File: src/rtl/apb_cmd_master_if.sv
// Command, response and APB pin bundle for apb_cmd_master.
// The master modport is the view of apb_cmd_master itself.
// The slave modport is the view of the environment: the command source,
// the response sink and the APB completer.
interface apb_cmd_master_if #(
    parameter int ADDR_WIDTH = 32,
    parameter int DATA_WIDTH = 32
);
    // Command port
    logic                  cmd_valid;
    logic                  cmd_ready;
    logic                  cmd_write;
    logic [ADDR_WIDTH-1:0] cmd_addr;
    logic [DATA_WIDTH-1:0] cmd_wdata;

    // Response port
    logic                  rsp_valid;
    logic                  rsp_ready;
    logic [DATA_WIDTH-1:0] rsp_rdata;
    logic                  rsp_err;
    logic                  rsp_timeout;

    // APB pins
    logic                  psel;
    logic                  penable;
    logic                  pwrite;
    logic [ADDR_WIDTH-1:0] paddr;
    logic [DATA_WIDTH-1:0] pwdata;
    logic [DATA_WIDTH-1:0] prdata;
    logic                  pready;
    logic                  pslverr;

    modport master (
        input  cmd_valid, cmd_write, cmd_addr, cmd_wdata,
        input  rsp_ready,
        input  prdata, pready, pslverr,
        output cmd_ready,
        output rsp_valid, rsp_rdata, rsp_err, rsp_timeout,
        output psel, penable, pwrite, paddr, pwdata
    );

    modport slave (
        output cmd_valid, cmd_write, cmd_addr, cmd_wdata,
        output rsp_ready,
        output prdata, pready, pslverr,
        input  cmd_ready,
        input  rsp_valid, rsp_rdata, rsp_err, rsp_timeout,
        input  psel, penable, pwrite, paddr, pwdata
    );
endinterface

File: src/rtl/apb_cmd_master.sv
// APB command master: runs each accepted register command as one APB
// SETUP/ACCESS transfer.  It honours PREADY wait states, and a watchdog
// aborts a transfer that stalls too long.  It returns exactly one
// response per command.  Only one transfer is in flight at a time.
// All APB-side progress is gated by pclken.  The response handshake is not
// gated by pclken.
module apb_cmd_master #(
    parameter int ADDR_WIDTH     = 32,
    parameter int DATA_WIDTH     = 32,
    parameter int TIMEOUT_CYCLES = 256
) (
    input  logic                  pclk,
    input  logic                  presetn,
    input  logic                  pclken,
    apb_cmd_master_if.master      bus
);

    // Watchdog counter is wide enough to hold TIMEOUT_CYCLES itself.
    // It is at least 1 bit wide so that a disabled watchdog still elaborates.
    localparam int WDOG_W = (TIMEOUT_CYCLES > 1) ? $clog2(TIMEOUT_CYCLES + 1) : 1;
    localparam logic [WDOG_W-1:0] WDOG_LIMIT = WDOG_W'(TIMEOUT_CYCLES);
    localparam logic [WDOG_W-1:0] WDOG_ONE   = WDOG_W'(1);
    localparam bit                WDOG_EN    = (TIMEOUT_CYCLES != 32'sd0);

    typedef enum logic [1:0] {
        ST_IDLE   = 2'd0,
        ST_SETUP  = 2'd1,
        ST_ACCESS = 2'd2,
        ST_RESP   = 2'd3
    } state_t;

    state_t                r_state;
    logic [WDOG_W-1:0]     r_wdog;
    logic                  r_psel;
    logic                  r_penable;
    logic                  r_pwrite;
    logic [ADDR_WIDTH-1:0] r_paddr;
    logic [DATA_WIDTH-1:0] r_pwdata;
    logic                  r_rsp_valid;
    logic [DATA_WIDTH-1:0] r_rsp_rdata;
    logic                  r_rsp_err;
    logic                  r_rsp_timeout;

    logic                  w_cmd_ready;
    logic [WDOG_W-1:0]     w_wdog_next;
    logic                  w_wdog_expire;

    // cmd_ready is the only combinational output.  The APB-side state can
    // only take a command on an enabled cycle.
    assign w_cmd_ready   = (r_state == ST_IDLE) && pclken;

    // The count this cycle would reach decides the abort, so the transfer
    // ends on exactly the TIMEOUT_CYCLES-th stalled ACCESS cycle.
    assign w_wdog_next   = r_wdog + WDOG_ONE;
    assign w_wdog_expire = WDOG_EN && (w_wdog_next == WDOG_LIMIT);

    assign bus.cmd_ready   = w_cmd_ready;
    assign bus.psel        = r_psel;
    assign bus.penable     = r_penable;
    assign bus.pwrite      = r_pwrite;
    assign bus.paddr       = r_paddr;
    assign bus.pwdata      = r_pwdata;
    assign bus.rsp_valid   = r_rsp_valid;
    assign bus.rsp_rdata   = r_rsp_rdata;
    assign bus.rsp_err     = r_rsp_err;
    assign bus.rsp_timeout = r_rsp_timeout;

    // Transfer FSM with registered APB and response outputs.
    always_ff @(posedge pclk or negedge presetn) begin
        if (!presetn) begin
            r_state       <= ST_IDLE;
            r_wdog        <= {WDOG_W{1'b0}};
            r_psel        <= 1'b0;
            r_penable     <= 1'b0;
            r_pwrite      <= 1'b0;
            r_paddr       <= {ADDR_WIDTH{1'b0}};
            r_pwdata      <= {DATA_WIDTH{1'b0}};
            r_rsp_valid   <= 1'b0;
            r_rsp_rdata   <= {DATA_WIDTH{1'b0}};
            r_rsp_err     <= 1'b0;
            r_rsp_timeout <= 1'b0;
        end else begin
            case (r_state)
                ST_IDLE: begin
                    // The address, data and direction stay on the bus after
                    // a transfer until the next command replaces them.
                    if (w_cmd_ready && bus.cmd_valid) begin
                        r_pwrite  <= bus.cmd_write;
                        r_paddr   <= bus.cmd_addr;
                        r_pwdata  <= bus.cmd_wdata;
                        r_psel    <= 1'b1;
                        r_penable <= 1'b0;
                        r_state   <= ST_SETUP;
                    end
                end

                ST_SETUP: begin
                    if (pclken) begin
                        r_penable <= 1'b1;
                        r_wdog    <= {WDOG_W{1'b0}};
                        r_state   <= ST_ACCESS;
                    end
                end

                ST_ACCESS: begin
                    if (pclken) begin
                        // If pready and the timeout arrive in the same cycle,
                        // pready wins.
                        if (bus.pready) begin
                            r_rsp_rdata   <= r_pwrite ? {DATA_WIDTH{1'b0}} : bus.prdata;
                            r_rsp_err     <= bus.pslverr;
                            r_rsp_timeout <= 1'b0;
                            r_psel        <= 1'b0;
                            r_penable     <= 1'b0;
                            r_rsp_valid   <= 1'b1;
                            r_state       <= ST_RESP;
                        end else if (w_wdog_expire) begin
                            r_rsp_rdata   <= {DATA_WIDTH{1'b0}};
                            r_rsp_err     <= 1'b1;
                            r_rsp_timeout <= 1'b1;
                            r_psel        <= 1'b0;
                            r_penable     <= 1'b0;
                            r_rsp_valid   <= 1'b1;
                            r_state       <= ST_RESP;
                        end else if (WDOG_EN) begin
                            r_wdog        <= w_wdog_next;
                        end else begin
                            r_wdog        <= r_wdog;
                        end
                    end
                end

                ST_RESP: begin
                    // The response sink is not on the APB clock enable.  The
                    // rsp_* fields keep their values after the handshake.
                    if (bus.rsp_ready) begin
                        r_rsp_valid <= 1'b0;
                        r_state     <= ST_IDLE;
                    end
                end

                default: begin
                    r_psel      <= 1'b0;
                    r_penable   <= 1'b0;
                    r_rsp_valid <= 1'b0;
                    r_state     <= ST_IDLE;
                end
            endcase
        end
    end

endmodule

File: src/flat_wrapper.sv
// flat-port wrapper written by rule: the top's interface ports become plain ports
module apb_cmd_master_flat 
#(
    parameter int ADDR_WIDTH     = 32,
    parameter int DATA_WIDTH     = 32,
    parameter int TIMEOUT_CYCLES = 256
)
  (pclk, presetn, pclken, bus_cmd_valid, bus_cmd_write, bus_cmd_addr, bus_cmd_wdata, bus_rsp_ready, bus_prdata, bus_pready, bus_pslverr, bus_cmd_ready, bus_rsp_valid, bus_rsp_rdata, bus_rsp_err, bus_rsp_timeout, bus_psel, bus_penable, bus_pwrite, bus_paddr, bus_pwdata);
  apb_cmd_master_if #(.ADDR_WIDTH(ADDR_WIDTH), .DATA_WIDTH(DATA_WIDTH)) bus_i ();
  input  logic pclk;
  input  logic presetn;
  input  logic pclken;
  input wire logic [$bits(bus_i.cmd_valid)-1:0] bus_cmd_valid;
  input wire logic [$bits(bus_i.cmd_write)-1:0] bus_cmd_write;
  input wire logic [$bits(bus_i.cmd_addr)-1:0] bus_cmd_addr;
  input wire logic [$bits(bus_i.cmd_wdata)-1:0] bus_cmd_wdata;
  input wire logic [$bits(bus_i.rsp_ready)-1:0] bus_rsp_ready;
  input wire logic [$bits(bus_i.prdata)-1:0] bus_prdata;
  input wire logic [$bits(bus_i.pready)-1:0] bus_pready;
  input wire logic [$bits(bus_i.pslverr)-1:0] bus_pslverr;
  output wire logic [$bits(bus_i.cmd_ready)-1:0] bus_cmd_ready;
  output wire logic [$bits(bus_i.rsp_valid)-1:0] bus_rsp_valid;
  output wire logic [$bits(bus_i.rsp_rdata)-1:0] bus_rsp_rdata;
  output wire logic [$bits(bus_i.rsp_err)-1:0] bus_rsp_err;
  output wire logic [$bits(bus_i.rsp_timeout)-1:0] bus_rsp_timeout;
  output wire logic [$bits(bus_i.psel)-1:0] bus_psel;
  output wire logic [$bits(bus_i.penable)-1:0] bus_penable;
  output wire logic [$bits(bus_i.pwrite)-1:0] bus_pwrite;
  output wire logic [$bits(bus_i.paddr)-1:0] bus_paddr;
  output wire logic [$bits(bus_i.pwdata)-1:0] bus_pwdata;
  assign bus_i.cmd_valid = bus_cmd_valid;
  assign bus_i.cmd_write = bus_cmd_write;
  assign bus_i.cmd_addr = bus_cmd_addr;
  assign bus_i.cmd_wdata = bus_cmd_wdata;
  assign bus_i.rsp_ready = bus_rsp_ready;
  assign bus_i.prdata = bus_prdata;
  assign bus_i.pready = bus_pready;
  assign bus_i.pslverr = bus_pslverr;
  assign bus_cmd_ready = bus_i.cmd_ready;
  assign bus_rsp_valid = bus_i.rsp_valid;
  assign bus_rsp_rdata = bus_i.rsp_rdata;
  assign bus_rsp_err = bus_i.rsp_err;
  assign bus_rsp_timeout = bus_i.rsp_timeout;
  assign bus_psel = bus_i.psel;
  assign bus_penable = bus_i.penable;
  assign bus_pwrite = bus_i.pwrite;
  assign bus_paddr = bus_i.paddr;
  assign bus_pwdata = bus_i.pwdata;
  apb_cmd_master #(.ADDR_WIDTH(ADDR_WIDTH), .DATA_WIDTH(DATA_WIDTH), .TIMEOUT_CYCLES(TIMEOUT_CYCLES)) u_core (.pclk(pclk), .presetn(presetn), .pclken(pclken), .bus(bus_i));
endmodule
File: config.mk
export PLATFORM = sky130hd
export DESIGN_NAME = apb_cmd_master_flat
export DESIGN_NICKNAME = d
export VERILOG_FILES = /design/src/rtl/apb_cmd_master_if.sv /design/src/rtl/apb_cmd_master.sv /design/src/flat_wrapper.sv
export SDC_FILE = /design/constraint.sdc
export NUM_CORES = 1
export LEC_CHECK = 0
export CORE_UTILIZATION = 43
export CTS_CLUSTER_DIAMETER = 50
export DETAILED_ROUTE_END_ITERATION = 10
export PLACE_DENSITY = 0.81
export SYNTH_ARGS = -nofsm -noshare
export SYNTH_HDL_FRONTEND = slang
export SYNTH_SLANG_ARGS = --single-unit
export TNS_END_PERCENT = 100
File: constraint.sdc
create_clock -name pclk -period 2.4 [get_ports pclk]
set_input_delay 0.48 -clock pclk [delete_from_list [all_inputs] [get_ports pclk]]
set_output_delay 0.48 -clock pclk [all_outputs]
set_load 0.02 [all_outputs]
==> impl_metrics.yaml <==
outcome:
  outcome: "finished clean"
setup_path:
  critPathCaptureType: "flip-flop"
  cp_cell_sequence: "ha_2 > nand4_2 > or3_1 > a22oi_2 > a21oi_4 > buf_4 > o21ai_0 > nand2_1"
  critical_path_arrival_ps: 2570
  worst_path_largest_cell_delay_ps: 410
  cpMaxStageDelayCell: "sky130_fd_sc_hd__dfrtp_2"
  worstSetupPathType: "flip-flop to flip-flop"
  worst-endpoint-required_ps: 2690
  crit_path_max_fanout: 33
  worstSetupStartpointType: "flip-flop"
yosys:
  cell_count_after_synthesis: 419
  yosys_warnings: 0
  synth-edff-count: 0
  postSynthRegisterBits: 113
  synth.yosys.seq_area_share_pct: 56.4
  syn_avg_cell_area_um2: 12.0
  synth_nets: 530
  synth_top_cell_area_share_pct: 56.4
  netlist_area_mm2: 0.00501
  ys_types: 45
  synth_top_flop_cell: "sky130_fd_sc_hd__dfrtp_1"
  asyncSetResetFlopFracSynth_pct: 100
  synth_top_area_cell: "sky130_fd_sc_hd__dfrtp_1"
  synth.top_cells.by_area: "sky130_fd_sc_hd__dfrtp_1, sky130_fd_sc_hd__mux2_2, sky130_fd_sc_hd__nand4b_1"
  post_synth_most_frequent_cells: "sky130_fd_sc_hd__dfrtp_1, sky130_fd_sc_hd__mux2_2, sky130_fd_sc_hd__nand2_1"
  synth_most_common_cell: "sky130_fd_sc_hd__dfrtp_1"
power:
  power.density_mw_per_mm2: 1360
  static-leakage-power_nw: 3.41
  maximum_ir_drop_on_the_vdd_rail_mv: 0.853
cts:
  tritoncts_num_sinks: 113
  worst_skew_pair.late_latency_ps: 410
  cts.reportedPaths.clkPinSlew_ps: 50
  cts_tree: "built"
  clockBufferDepth: 2
  cts_made_buffers: 17
  h_tree_level_count: 4
  clock_tree.root_cell: "sky130_fd_sc_hd__clkbuf_16"
worst_hold_path:
  min_path_type: "input pin to asynchronous set/reset pin"
sta:
  fin_worst_setup_slack_ps: 126
  totalNegativeSetupSlack_ps: 0
  timing.clock.skew_ps: 8.84
  max_slew.worst_pin.slew_ps: 672
  min_period_ps: 2270
  finalHoldViolCount: 0
  rsz0062_at_grt: "no"
  finalCritPeriodShare_pct: 94.8
  finalSetupViolCount: 0
  slew_headroom_pct: 54.9
  timing.fmax_mhz: 440
  slew_viols_final: 0
cells_and_area:
  design.final.nets: 739
  post_route_cells_drive_above_1_share_pct: 19.8
  multi_input_area_mm2: 0.00202
  synthesis_to_finish_area_growth_pct: 58.1
  layout.area.seq_mm2: 0.00283
  finish.cell_count_without_fillers: 783
  fillers: 826
  insertedDiodeCount: 0
  fin_area_mm2: 0.00792
floorplan:
  ios: 207
  initial_core_util_pct: 44.1
  die_height_um: 110
  fp.dieW_um: 110
  core-area_mm2: 0.0114
  fp.dieArea_mm2: 0.0121
  fp-row-count: 39
route:
  drt_pre_antenna_iters: 4
  num_vias: 4179
  drt.antenna.violating_nets: 0
  post_detailed_route_drc_marker_count: 0
  via_per_inst: 5.34
  drt_iter0_markers: 227
  post_drt_wl_per_cell_um: 17.3
  finalWirelength_um: 13500
global_route:
  grt_start_max_net_pins: 67
  first_global_vias: 4220
  wire_length_of_the_first_global_routing_pass_um: 20900
  global_route.overflow_total: 0
  number_of_antenna_violations_at_the_first_check_in_global_routing: 0
  grt_usage_pct: 23.1
placed_design:
  placed_area_mm2: 0.00727
  gp_congestion: 0.857
  pre_cts_slack_ps: 40.3
  dp_hpwl_um: 9340
  place.detailed.instances: 751
  port_buffers: 206
flow_run:
  max-cap-violations: 0
## cells by family (layout without fill, tap and decap cells)
| family | count (synthesis) | count (layout) | synth area share, % |
|---|---|---|---|
| buf+inv | 41 | 262 | 3.37 |
| compound gates | 74 | 74 | 9.91 |
| xor+xnor | 2 | 2 | 0.350 |
| fa+ha+maj | 7 | 7 | 1.75 |
| simple gates | 116 | 116 | 13.4 |
| mux | 66 | 66 | 14.8 |
| flops | 113 | 113 | 56.4 |
## sequential cells by signal, summed over array words and instances (netlist names)
name                    count
u_core.bus.rsp_rdata       32
u_core.bus.psel             1
u_core.bus.rsp_valid        1
u_core.r_wdog               9
u_core.bus.rsp_timeout      1
u_core.bus.penable          1
u_core.bus.rsp_err          1
u_core.bus.pwdata          32
u_core.r_state              2
u_core.bus.paddr           32
u_core.bus.pwrite           1
## cell usage in the layout (no fill, tap or decap), drive strengths merged, types with 3 or more instances in the layout
cell,instances
nand2,53
mux2,66
nand4,6
a21oi,8
nor2,6
clkinvlp,3
nand4b,33
clkbuf,22
dfrtp,113
ha,7
buf,19
clkdlybuf4s50,204
o21ai,42
and2,3
a31oi,3
bufinv,4
inv,7
nand3,4
## timing repair
action                                  in CTS  in global routing
endpoints found under the setup margin       2                 37
gates resized for setup                      3                  3
setup buffers                                0                  1
endpoints found under the hold margin        0                  0
hold buffers                                 0                  0
pin swaps                                    0                  1
## worst max-delay path, delay by kind of cell, from the launching register on
kind            cells  cell delay, ps
simple gates        3             620
compound gates      3             610
flops               1             410
buf+inv             1             260
fa+ha+maj           1             240
## power by group
| part | leakage, nW | internal (mW) | switching [mW] |
|---|---|---|---|
| clock network | 0.310 | 1.86 | 0.848 |
| registers | 1.39 | 2.79 | 0.528 |
| logic | 1.71 | 2.44 | 2.33 |
| total | 3.41 | 7.09 | 3.71 |
## metal layers
layer / GRT usage [%] / part of all wire, %
met4: 9.90 / 2.1
met3: 9.01 / 9.2
met1: 27.6 / 38
met2: 37.1 / 50
met5: 0 / 0
## cell type report
class | count | area share [%]
clock buffers | 22 | 6.24
well taps | 143 | 2.26
clock inverters | 9 | 1.93
repair buffers | 224 | 28.0
inverters | 7 | 0.332
multi-input cells | 265 | 25.5
flip-flops and latches | 113 | 35.7
## worst paths after layout
check                                          from                  endpoint  slack (ps)  cells after the start
setup / recovery                   u_core.r_wdog[1]  u_core.bus.rsp_rdata[24]         130                      8
hold / removal                              presetn  u_core.bus.rsp_rdata[17]          70                      1
setup reg to reg                   u_core.r_wdog[1]  u_core.bus.rsp_rdata[24]         130                      8
hold reg to reg            u_core.bus.rsp_rdata[30]  u_core.bus.rsp_rdata[30]         500                      2
max in group asynchronous                   presetn      u_core.bus.paddr[27]        1650                      2
min in group pclk          u_core.bus.rsp_rdata[30]  u_core.bus.rsp_rdata[30]         500                      2
## stage by stage
step           util (%)  total power [mW]  hold slack (ps)
6_report           69.7              10.8             72.5
3_5_place_dp       63.9              8.11              489
5_1_grt            69.7              11.4              107
2_1_floorplan         -              5.76              184
3_3_place_gp       63.9              7.94              476
4_1_cts            69.6              10.9             78.3
Note: power is estimated with default switching activity, not from simulation.
